File: src/rtl/axi_lite_pkg.sv
// Shared types for the LSU AXI4-Lite initiator: bus response codes, access sizes and FSM states.
package axi_lite_pkg;

  typedef enum logic [1:0] {
    OKAY   = 2'b00,
    EXOKAY = 2'b01,
    SLVERR = 2'b10,
    DECERR = 2'b11
  } resp_t;

  typedef enum logic [1:0] {
    SZ_B = 2'd0,
    SZ_H = 2'd1,
    SZ_W = 2'd2
  } mem_size_t;

  typedef enum logic [2:0] {
    IDLE,
    RD_ADDR,
    RD_DATA,
    WR_REQ,
    WR_RESP,
    RESP
  } lsu_state_t;

endpackage

File: src/rtl/axi_lite_if.sv
// AXI4-Lite channel bundle with initiator and target views.
interface axi_lite_if #(
  parameter int ADDR_W = 32,
  parameter int DATA_W = 32
);
  logic [ADDR_W-1:0]   awaddr;
  logic [2:0]          awprot;
  logic                awvalid;
  logic                awready;
  logic [DATA_W-1:0]   wdata;
  logic [DATA_W/8-1:0] wstrb;
  logic                wvalid;
  logic                wready;
  logic [1:0]          bresp;
  logic                bvalid;
  logic                bready;
  logic [ADDR_W-1:0]   araddr;
  logic [2:0]          arprot;
  logic                arvalid;
  logic                arready;
  logic [DATA_W-1:0]   rdata;
  logic [1:0]          rresp;
  logic                rvalid;
  logic                rready;

  modport master (
    output awaddr, awprot, awvalid, input awready,
    output wdata, wstrb, wvalid, input wready,
    input bresp, bvalid, output bready,
    output araddr, arprot, arvalid, input arready,
    input rdata, rresp, rvalid, output rready
  );

  modport slave (
    input awaddr, awprot, awvalid, output awready,
    input wdata, wstrb, wvalid, output wready,
    output bresp, bvalid, input bready,
    input araddr, arprot, arvalid, output arready,
    output rdata, rresp, rvalid, input rready
  );
endinterface

File: src/rtl/lsu_data_align.sv
// Byte-lane steering for the LSU: store replication/strobes, load extract/extend, misalign detect.
module lsu_data_align
  import axi_lite_pkg::*;
(
  input  logic [1:0]  addr_lo,
  input  logic [1:0]  size,
  input  logic        sgn,
  input  logic [31:0] store_data,
  input  logic [31:0] load_data,
  output logic [31:0] wdata,
  output logic [3:0]  wstrb,
  output logic [31:0] rdata_ext,
  output logic        misalign
);

  logic [31:0] shifted;

  assign shifted = load_data >> {addr_lo, 3'b000};

  always_comb begin
    wdata     = store_data;
    wstrb     = 4'b0000;
    rdata_ext = load_data;
    misalign  = 1'b1;
    case (size)
      SZ_B: begin
        misalign  = 1'b0;
        wdata     = {4{store_data[7:0]}};
        wstrb     = 4'b0001 << addr_lo;
        rdata_ext = {{24{sgn & shifted[7]}}, shifted[7:0]};
      end
      SZ_H: begin
        misalign  = addr_lo[0];
        wdata     = {2{store_data[15:0]}};
        wstrb     = 4'b0011 << addr_lo;
        rdata_ext = {{16{sgn & shifted[15]}}, shifted[15:0]};
      end
      SZ_W: begin
        misalign  = (addr_lo != 2'b00);
        wdata     = store_data;
        wstrb     = 4'b1111;
        rdata_ext = load_data;
      end
      default: ;
    endcase
  end

endmodule

File: src/rtl/lsu_axi_lite_master.sv
// LSU AXI4-Lite initiator: one core request becomes exactly one AR/R or AW/W/B transaction.
//
// state   | meaning
// IDLE    | req_ready high, waiting for a core request
// RD_ADDR | arvalid held until arready
// RD_DATA | rready held until rvalid
// WR_REQ  | awvalid/wvalid each held until their own handshake
// WR_RESP | bready held until bvalid
// RESP    | one-cycle resp_valid pulse back to the core
module lsu_axi_lite_master
  import axi_lite_pkg::*;
#(
  parameter int ADDR_W = 32,
  parameter int DATA_W = 32
) (
  input  logic              clk,
  input  logic              reset_n,
  input  logic              req_valid,
  output logic              req_ready,
  input  logic              req_wen,
  input  logic [ADDR_W-1:0] req_addr,
  input  logic [1:0]        req_size,
  input  logic              req_signed,
  input  logic [DATA_W-1:0] req_wdata,
  output logic              resp_valid,
  output logic [DATA_W-1:0] resp_rdata,
  output logic              resp_err,
  axi_lite_if.master        m
);

  lsu_state_t        state;
  logic [1:0]        addr_lo_q;
  logic [1:0]        size_q;
  logic              signed_q;
  logic [ADDR_W-1:0] araddr_q;
  logic [ADDR_W-1:0] awaddr_q;
  logic [DATA_W-1:0] wdata_q;
  logic [3:0]        wstrb_q;
  logic              arvalid_q, awvalid_q, wvalid_q, rready_q, bready_q;

  logic [1:0]  sel_addr_lo, sel_size;
  logic        sel_signed;
  logic [31:0] al_wdata, al_rdata;
  logic [3:0]  al_wstrb;
  logic        al_misalign;
  logic        aw_done_nxt, w_done_nxt;

  // Store path aligns the live request; load path uses the latched request.
  assign sel_addr_lo = (state == IDLE) ? req_addr[1:0] : addr_lo_q;
  assign sel_size    = (state == IDLE) ? req_size      : size_q;
  assign sel_signed  = (state == IDLE) ? req_signed    : signed_q;

  lsu_data_align u_align (
    .addr_lo    (sel_addr_lo),
    .size       (sel_size),
    .sgn        (sel_signed),
    .store_data (req_wdata),
    .load_data  (m.rdata),
    .wdata      (al_wdata),
    .wstrb      (al_wstrb),
    .rdata_ext  (al_rdata),
    .misalign   (al_misalign)
  );

  assign aw_done_nxt = !awvalid_q || m.awready;
  assign w_done_nxt  = !wvalid_q  || m.wready;

  always_ff @(posedge clk or negedge reset_n) begin
    if (!reset_n) begin
      state      <= IDLE;
      addr_lo_q  <= 2'b00;
      size_q     <= 2'b00;
      signed_q   <= 1'b0;
      araddr_q   <= '0;
      awaddr_q   <= '0;
      wdata_q    <= '0;
      wstrb_q    <= 4'b0000;
      arvalid_q  <= 1'b0;
      awvalid_q  <= 1'b0;
      wvalid_q   <= 1'b0;
      rready_q   <= 1'b0;
      bready_q   <= 1'b0;
      resp_valid <= 1'b0;
      resp_err   <= 1'b0;
      resp_rdata <= '0;
    end else begin
      case (state)
        IDLE: begin
          if (req_valid) begin
            addr_lo_q  <= req_addr[1:0];
            size_q     <= req_size;
            signed_q   <= req_signed;
            resp_rdata <= '0;
            araddr_q   <= '0;
            awaddr_q   <= '0;
            wdata_q    <= '0;
            wstrb_q    <= 4'b0000;
            if (al_misalign) begin
              resp_valid <= 1'b1;
              resp_err   <= 1'b1;
              state      <= RESP;
            end else if (req_wen) begin
              awaddr_q  <= req_addr;
              wdata_q   <= al_wdata;
              wstrb_q   <= al_wstrb;
              awvalid_q <= 1'b1;
              wvalid_q  <= 1'b1;
              state     <= WR_REQ;
            end else begin
              araddr_q  <= req_addr;
              arvalid_q <= 1'b1;
              state     <= RD_ADDR;
            end
          end
        end
        RD_ADDR: begin
          if (m.arready) begin
            arvalid_q <= 1'b0;
            rready_q  <= 1'b1;
            state     <= RD_DATA;
          end
        end
        RD_DATA: begin
          if (m.rvalid) begin
            rready_q   <= 1'b0;
            resp_valid <= 1'b1;
            resp_err   <= (m.rresp != OKAY);
            resp_rdata <= (m.rresp == OKAY) ? al_rdata : '0;
            state      <= RESP;
          end
        end
        WR_REQ: begin
          if (awvalid_q && m.awready) awvalid_q <= 1'b0;
          if (wvalid_q && m.wready)   wvalid_q  <= 1'b0;
          if (aw_done_nxt && w_done_nxt) begin
            bready_q <= 1'b1;
            state    <= WR_RESP;
          end
        end
        WR_RESP: begin
          if (m.bvalid) begin
            bready_q   <= 1'b0;
            resp_valid <= 1'b1;
            resp_err   <= (m.bresp != OKAY);
            state      <= RESP;
          end
        end
        RESP: begin
          resp_valid <= 1'b0;
          resp_err   <= 1'b0;
          state      <= IDLE;
        end
        default: state <= IDLE;
      endcase
    end
  end

  assign req_ready = (state == IDLE);

  assign m.araddr  = araddr_q;
  assign m.arprot  = 3'b000;
  assign m.arvalid = arvalid_q;
  assign m.rready  = rready_q;
  assign m.awaddr  = awaddr_q;
  assign m.awprot  = 3'b000;
  assign m.awvalid = awvalid_q;
  assign m.wdata   = wdata_q;
  assign m.wstrb   = wstrb_q;
  assign m.wvalid  = wvalid_q;
  assign m.bready  = bready_q;

endmodule

File: src/flat_wrapper.sv
// flat-port wrapper written by rule: the top's interface ports become plain ports
module lsu_axi_lite_master_flat import axi_lite_pkg::*;
#(
  parameter int ADDR_W = 32,
  parameter int DATA_W = 32
)
  (clk, reset_n, req_valid, req_ready, req_wen, req_addr, req_size, req_signed, req_wdata, resp_valid, resp_rdata, resp_err, m_awaddr, m_awprot, m_awvalid, m_awready, m_wdata, m_wstrb, m_wvalid, m_wready, m_bresp, m_bvalid, m_bready, m_araddr, m_arprot, m_arvalid, m_arready, m_rdata, m_rresp, m_rvalid, m_rready);
  axi_lite_if #(.ADDR_W(ADDR_W), .DATA_W(DATA_W)) m_i ();
  input  logic clk;
  input  logic reset_n;
  input  logic req_valid;
  output logic req_ready;
  input  logic req_wen;
  input  logic [ADDR_W-1:0] req_addr;
  input  logic [1:0] req_size;
  input  logic req_signed;
  input  logic [DATA_W-1:0] req_wdata;
  output logic resp_valid;
  output logic [DATA_W-1:0] resp_rdata;
  output logic resp_err;
  output wire logic [$bits(m_i.awaddr)-1:0] m_awaddr;
  output wire logic [$bits(m_i.awprot)-1:0] m_awprot;
  output wire logic [$bits(m_i.awvalid)-1:0] m_awvalid;
  input wire logic [$bits(m_i.awready)-1:0] m_awready;
  output wire logic [$bits(m_i.wdata)-1:0] m_wdata;
  output wire logic [$bits(m_i.wstrb)-1:0] m_wstrb;
  output wire logic [$bits(m_i.wvalid)-1:0] m_wvalid;
  input wire logic [$bits(m_i.wready)-1:0] m_wready;
  input wire logic [$bits(m_i.bresp)-1:0] m_bresp;
  input wire logic [$bits(m_i.bvalid)-1:0] m_bvalid;
  output wire logic [$bits(m_i.bready)-1:0] m_bready;
  output wire logic [$bits(m_i.araddr)-1:0] m_araddr;
  output wire logic [$bits(m_i.arprot)-1:0] m_arprot;
  output wire logic [$bits(m_i.arvalid)-1:0] m_arvalid;
  input wire logic [$bits(m_i.arready)-1:0] m_arready;
  input wire logic [$bits(m_i.rdata)-1:0] m_rdata;
  input wire logic [$bits(m_i.rresp)-1:0] m_rresp;
  input wire logic [$bits(m_i.rvalid)-1:0] m_rvalid;
  output wire logic [$bits(m_i.rready)-1:0] m_rready;
  assign m_awaddr = m_i.awaddr;
  assign m_awprot = m_i.awprot;
  assign m_awvalid = m_i.awvalid;
  assign m_i.awready = m_awready;
  assign m_wdata = m_i.wdata;
  assign m_wstrb = m_i.wstrb;
  assign m_wvalid = m_i.wvalid;
  assign m_i.wready = m_wready;
  assign m_i.bresp = m_bresp;
  assign m_i.bvalid = m_bvalid;
  assign m_bready = m_i.bready;
  assign m_araddr = m_i.araddr;
  assign m_arprot = m_i.arprot;
  assign m_arvalid = m_i.arvalid;
  assign m_i.arready = m_arready;
  assign m_i.rdata = m_rdata;
  assign m_i.rresp = m_rresp;
  assign m_i.rvalid = m_rvalid;
  assign m_rready = m_i.rready;
  lsu_axi_lite_master #(.ADDR_W(ADDR_W), .DATA_W(DATA_W)) u_core (.clk(clk), .reset_n(reset_n), .req_valid(req_valid), .req_ready(req_ready), .req_wen(req_wen), .req_addr(req_addr), .req_size(req_size), .req_signed(req_signed), .req_wdata(req_wdata), .resp_valid(resp_valid), .resp_rdata(resp_rdata), .resp_err(resp_err), .m(m_i));
endmodule
File: config.mk
export PLATFORM = sky130hd
export DESIGN_NAME = lsu_axi_lite_master_flat
export DESIGN_NICKNAME = d
export VERILOG_FILES = /design/src/rtl/axi_lite_pkg.sv /design/src/rtl/axi_lite_if.sv /design/src/rtl/lsu_data_align.sv /design/src/rtl/lsu_axi_lite_master.sv /design/src/flat_wrapper.sv
export SDC_FILE = /design/constraint.sdc
export NUM_CORES = 1
export LEC_CHECK = 0
export CORE_MARGIN = 2
export CORE_UTILIZATION = 40
export CTS_CLUSTER_DIAMETER = 30
export DETAILED_ROUTE_END_ITERATION = 8
export PLACE_DENSITY = 0.84
export SYNTH_ARGS = -nofsm -noshare
export SYNTH_HDL_FRONTEND = slang
export SYNTH_HIERARCHICAL = 1
export SYNTH_SLANG_ARGS = --single-unit
File: constraint.sdc
create_clock -name clk -period 2.8 [get_ports clk]
set_input_delay 0.28 -clock clk [delete_from_list [all_inputs] [get_ports clk]]
set_output_delay 0.28 -clock clk [all_outputs]
set_load 0.05 [all_outputs]
==> results.cfg, run 1 <==
[clock_tree]
clkSlewWorstSetupHoldPaths_ns = 0.06
clock-root-buffer = clkbuf_16
tritoncts = built
clockBufferDepth = 2
htree_levels = 4
insertion_delay_ns = 0.41
cts_resized = 0
cts-buffers-inserted = 17
cts.sink_count = 147

[timing]
slew_violations = 0
clock-skew-final_ns = 0.00997
min_period_over_period = 0.942
setup_repair_after_global_routing_missed_its_margin = false
timing.final.hold_violations = 0
final-setup-viol-count = 0
fmaxAchievable_mhz = 379
max-slew-margin-rel = 0.551
layout_setup_ws_ns = 0.162
worstMarginPinSlew_ns = 0.673
crit_path_time_final_ns = 2.64

[drt]
initialDrtViolationCount = 389
detail_route.wl_per_cell_um = 18.3
detailedRoute.firstPassIterationCount = 6
ant_nets = 0
vias = 5948
drc_errors = 0
totalWireLength_um = 20400
viasPerCell = 5.35

[cells_and_area]
area_growth_pct = 47.0
layout_cell_area_excl_fill_um2 = 10200
multi_input_area_um2 = 2870
ff_latch_area_um2 = 3680
diodes = 0
fillCellCount = 1439
nets = 986
final_layout_size_suffix_gt1_frac = 0.114

[logic_synthesis]
synth-async-reset-ratio = 1.00
synth.yosys.warnings = 6
synthDistinctLibCells = 45
netlist_top_cells_area = dfrtp_1 53%, a22o_1 12%, nand2_1 7.4%
most_area_hungry_cell_type_in_the_yosys_netlist = dfrtp_1
synth_sequential_area_ratio = 0.532
ys.flop_type = dfrtp_1
post_synth_inst_count = 648
mean_cell_area_of_the_mapped_netlist_um2 = 10.7
synth.cell_area_um2 = 6920
synth-edff-count = 0
yosys.area.top_type_share = 0.532
synth-seq-cells = 147

[grt]
first_global_vias = 5876
initial_antenna_violation_count = 0
grt_start_max_net_pins = 95
grt_overflow = 0
globalRouteTotalUtil = 0.222
grt_first_pass_wirelength_um = 31700

[floorplan]
chipWidth_um = 136
chipHeight_um = 136
core_area_um2 = 17100
floorplan.initialDensity = 0.404
die_area_um2 = 18400
floorplan.io_pins = 258
std_cell_rows = 48

[worst_setup_path]
critPathArrivalTime_ns = 2.98
cp_slowest_stage_delay_ns = 0.49
cp_class = reg2reg
critical_path.slowest_cell = mux2_2
cp_cell_sequence = or2_4 -> nor2_4 -> mux2_2 -> o21ai_1 -> a21oi_1 -> nor2b_1 -> and3_2 -> buf_4 -> a22o_1
path_max_fanout = 25
timing.reg2reg.worst_path_depth = 9
setup.worst_path.start_class = register
critPathCaptureType = register
critical_path_required_time_ns = 3.14

[place]
post-place-ws_ns = 0.183
post_dp_cell_area_um2 = 9560
place.port_buffers = 251
hpwl_reported_at_the_end_of_detailed_placement_um = 14200
gpl.final_weighted_congestion = 0.862

[outcome]
outcome = finished, final reports clean

[min_path]
path_type_of_the_worst_min_delay_path = in2async

[power_and_ir_drop]
max-vdd-ir-drop_mv = 0.767
cellLeakagePower_nw = 4.48
cellPowerDensity_nw_per_um2 = 1310

[flow_run]
cap_viol_max_count = 0
routing by layer:
metal / up-vias / GRT usage / wire length, µm
met5: - / 0 / 0
met4: 0 / 0.0799 / 372
met3: 29 / 0.0595 / 1470
met2: 262 / 0.377 / 10100
met1: 2908 / 0.272 / 8380
li1: 2749 / - / -
final cells by class:
| cell class | count | area share |
|---|---|---|
| Clock inverter | 7 | 0.00960 |
| Tap cell | 225 | 0.0277 |
| Sequential cell | 147 | 0.362 |
| Multi-Input combinational cell | 431 | 0.282 |
| Inverter | 6 | 0.00234 |
| Clock buffer | 24 | 0.0493 |
| Timing Repair Buffer | 271 | 0.267 |
cells in the mapped netlist (9+ instances only):
master and instances:
mux2_2 37, nor2_1 12, clkbuf_1 24, a22o_1 98, o21ai_0 61, nand2_1 136
dfrtp_1 147, buf_2 20, buf_4 17, o31ai_1 9, mux2i_1 15
registers in the layout, summed over array words and instances, names as in the netlist, 2 cells and up:
register and count:
u_core/m.wstrb 4, u_core/m.awaddr 32, u_core/m.araddr 32, u_core/state 3, u_core/addr_lo_q 2, u_core/m.wdata 32
u_core/resp_rdata 32, u_core/size_q 2
power by group:
part / leakage, nW / switching, mW / internal, mW / total (mW)
combinational: 2.24 / 5.01 / 2.75 / 7.76
clock: 0.277 / 0.861 / 1.43 / 2.29
sequential: 1.96 / 0.434 / 2.87 / 3.31
total: 4.48 / 6.30 / 7.05 / 13.4
what timing repair did:
| action | CTS | global route |
|---|---|---|
| endpoints found under the hold margin | 70 | 0 |
| buffers inserted | 0 | 0 |
| hold buffers | 1 | 0 |
cells by family (layout without fill, tap and decap cells):
kind of cell	Yosys count	after routing	share of synthesized area
compound gates	202	202	0.216
mux	54	54	0.0868
simple gates	169	169	0.104
flops	147	147	0.532
other cells	1	6	0.000542
buf+inv	75	308	0.0611
stage by stage:
step / setup TNS, ns / power [mW] / hold WS [ns] / util / cells
finish: 0 / 13.4 / 0.451 / 0.594 / 1111
global route: 0 / 14.0 / 0.461 / 0.594 / 1111
CTS: 0 / 13.4 / 0.431 / 0.594 / 1111
detailed placement: 0 / 11.0 / 0.345 / 0.558 / 1079
global placement: 0 / 10.9 / 0.339 / 0.558 / 1079
floorplan: -3.58 / 8.67 / -0.0156 / - / 653
critical path, delay by kind of cell (launching register included):
family	cells	cell delay (ns)
flip-flops	1	0.37
AND/OR/NAND/NOR	4	0.91
multiplexers	1	0.49
buffers and inverters	1	0.31
AO/OA/AOI/OAI	3	0.49
final timing paths:
kind,endpoint,slack [ns],from
hold / removal,u_core/m.awaddr[16],0.45,reset_n
setup / recovery,u_core/m.awaddr[29],0.16,u_core/state[1]
max in group asynchronous,u_core/m.awaddr[22],1.60,reset_n
min in group clk,u_core/m.araddr[19],0.45,req_addr[19]
setup reg to reg,u_core/m.awaddr[29],0.16,u_core/state[1]
hold reg to reg,u_core/m.araddr[19],0.48,u_core/m.araddr[19]
cell usage in the layout, fill, tap and decap left out, types with 5 or more instances in the layout:
master,instances
inv_1,5
o21ai_0,60
clkdlybuf4s50_1,250
nand2_1,135
clkbuf_16,17
o31ai_1,9
mux2i_1,15
nor2b_1,5
clkinvlp_4,5
nor2_1,11
conb_1,6
a22o_1,98
dfrtp_1,147
buf_4,15
clkbuf_8,5
a221oi_1,6
a21oi_1,7
mux2_2,35
(Power assumes the default switching activity.)
==> run 2, diff against run 1 <==
--- a/config.mk
+++ b/config.mk
@@ -6,10 +6,11 @@
 export NUM_CORES = 1
 export LEC_CHECK = 0
 export CORE_MARGIN = 2
-export CORE_UTILIZATION = 40
+export CORE_UTILIZATION = 42
+export CTS_BUF_LIST = sky130_fd_sc_hd__clkbuf_8
 export CTS_CLUSTER_DIAMETER = 30
 export DETAILED_ROUTE_END_ITERATION = 8
-export PLACE_DENSITY = 0.84
+export PLACE_DENSITY_LB_ADDON = 0.08
 export SYNTH_ARGS = -nofsm -noshare
 export SYNTH_HDL_FRONTEND = slang
 export SYNTH_HIERARCHICAL = 1
==> results.cfg, run 2 (same netlist as run 1, synthesis figures left out) <==
[outcome]
outcome = finished, final reports clean

[grt]
grt_start_max_net_pins = 99
globalRouteTotalUtil = 0.232
first_global_vias = 5906
initial_antenna_violation_count = 1
grt_first_pass_wirelength_um = 32300
grt_overflow = 0

[worst_setup_path]
cp_cell_sequence = or2_4 -> nor2_4 -> mux2_2 -> nor2b_1 -> a221o_1 -> o2111ai_4 -> buf_12 -> nand2_1 -> a22o_1
critical_path_required_time_ns = 3.13
critPathArrivalTime_ns = 2.96
critical_path.slowest_cell = mux2_2
critPathCaptureType = register
cp_class = reg2reg
path_max_fanout = 14
cp_slowest_stage_delay_ns = 0.48
setup.worst_path.start_class = register

[drt]
initialDrtViolationCount = 455
vias = 5854
ant_nets = 0
totalWireLength_um = 20400
detailedRoute.firstPassIterationCount = 5
drc_errors = 0
viasPerCell = 5.31
detail_route.wl_per_cell_um = 18.5

[timing]
crit_path_time_final_ns = 2.63
timing.final.hold_violations = 0
layout_setup_ws_ns = 0.172
slew_violations = 0
totalNegativeSetupSlack_ns = 0
fmaxAchievable_mhz = 380
min_period_over_period = 0.939
clock-skew-final_ns = 0.0124
max-slew-margin-rel = 0.438
worstMarginPinSlew_ns = 0.844
final-setup-viol-count = 0
setup_repair_after_global_routing_missed_its_margin = false

[clock_tree]
clock-root-buffer = clkbuf_8
clockBufferDepth = 2
cts-buffers-inserted = 17
cts_resized = 0
clkSlewWorstSetupHoldPaths_ns = 0.09
tritoncts = built
cts.sink_count = 147
htree_levels = 4
insertion_delay_ns = 0.45

[place]
post-place-ws_ns = 0.181
gpl.final_weighted_congestion = 0.831
place.port_buffers = 251
post_dp_cell_area_um2 = 9540
hpwl_reported_at_the_end_of_detailed_placement_um = 14300

[power_and_ir_drop]
cellPowerDensity_nw_per_um2 = 1280
cellLeakagePower_nw = 4.43
max-vdd-ir-drop_mv = 0.787
power.total_mw = 12.8

[floorplan]
floorplan.initialDensity = 0.432
chipHeight_um = 132
die_area_um2 = 17500
core_area_um2 = 16000
std_cell_rows = 46
floorplan.io_pins = 258
chipWidth_um = 132

[cells_and_area]
final_util = 0.624
layout_cell_area_excl_fill_um2 = 9990
most_common_library_cell_in_the_layout_ignoring_fill_and_taps = clkdlybuf4s50_1
nets = 986
fillCellCount = 1347
area_growth_pct = 44.4
ff_latch_area_um2 = 3680
multi_input_area_um2 = 2870
final_layout_size_suffix_gt1_frac = 0.114
final_cell_mix = 250 x clkdlybuf4s50_1, 147 x dfrtp_1, 135 x nand2_1, 98 x a22o_1, 60 x o21ai_0
diodes = 0

[flow_run]
cap_viol_max_count = 0

[min_path]
path_type_of_the_worst_min_delay_path = in2reg
==> run 2: changes by cell type in the layout (fill, tap and decap cells not counted), moves of 3 or more <==
| cell | previous run | this run |
|---|---|---|
| clkinvlp_4 | 5 | 2 |
| inv_1 | 5 | 8 |
| clkinv_4 | 0 | 3 |
| clkbuf_8 | 5 | 19 |
| clkbuf_16 | 17 | 0 |
==> run 2: power by group <==
group          total, mW  switching, mW  leakage (nW)  internal, mW
combinational       7.76           4.97          2.24          2.79
clock               1.76          0.834         0.217         0.929
sequential          3.30          0.434          1.96          2.87
==> run 2: repair_timing <==
| action | CTS | global route |
|---|---|---|
| setup buffers | 0 | 1 |
| endpoints found under the setup margin | 0 | 1 |
| hold buffers | 1 | 0 |
| hold endpoints to repair | 89 | 0 |
==> run 2: final timing paths <==
check	startpoint	end	slack, ns	cells after the start
setup / recovery	u_core/state[1]	u_core/resp_rdata[19]	0.17	9
hold / removal	req_addr[2]	u_core/m.araddr[2]	0.41	3
setup reg to reg	u_core/state[1]	u_core/resp_rdata[19]	0.17	9
hold reg to reg	u_core/m.araddr[29]	u_core/m.araddr[29]	0.49	2
max in group asynchronous	reset_n	u_core/m.araddr[4]	1.56	3
min in group asynchronous	reset_n	u_core/m.awaddr[25]	0.49	2
==> run 2: final cells by class <==
type | count | share of cell area
multi-input cells | 431 | 0.287
flip-flops and latches | 147 | 0.368
well taps | 216 | 0.0270
inverters | 6 | 0.00238
clock buffers | 19 | 0.0262
clock inverters | 13 | 0.0160
repair buffers | 271 | 0.273
==> run 2: worst max-delay path, delay by kind of cell, from the launching register on <==
| kind | cells | cell delay (ns) |
|---|---|---|
| simple gates | 4 | 0.76 |
| mux | 1 | 0.48 |
| compound gates | 3 | 0.72 |
| flops | 1 | 0.38 |
| buf+inv | 1 | 0.18 |
==> run 2: stage by stage <==
step / hold WS [ns] / std cells
floorplan: -0.0156 / 653
global placement: 0.409 / 1069
detailed placement: 0.421 / 1069
CTS: 0.381 / 1102
global route: 0.407 / 1103
finish: 0.408 / 1103
==> run 2: routing by layer <==
metal / vias up / part of all wire / global-route usage
li1: 2747 / - / -
met3: 30 / 0.087 / 0.0873
met5: - / 0.00064 / 0
met2: 240 / 0.46 / 0.354
met1: 2835 / 0.43 / 0.310
met4: 2 / 0.018 / 0.0705
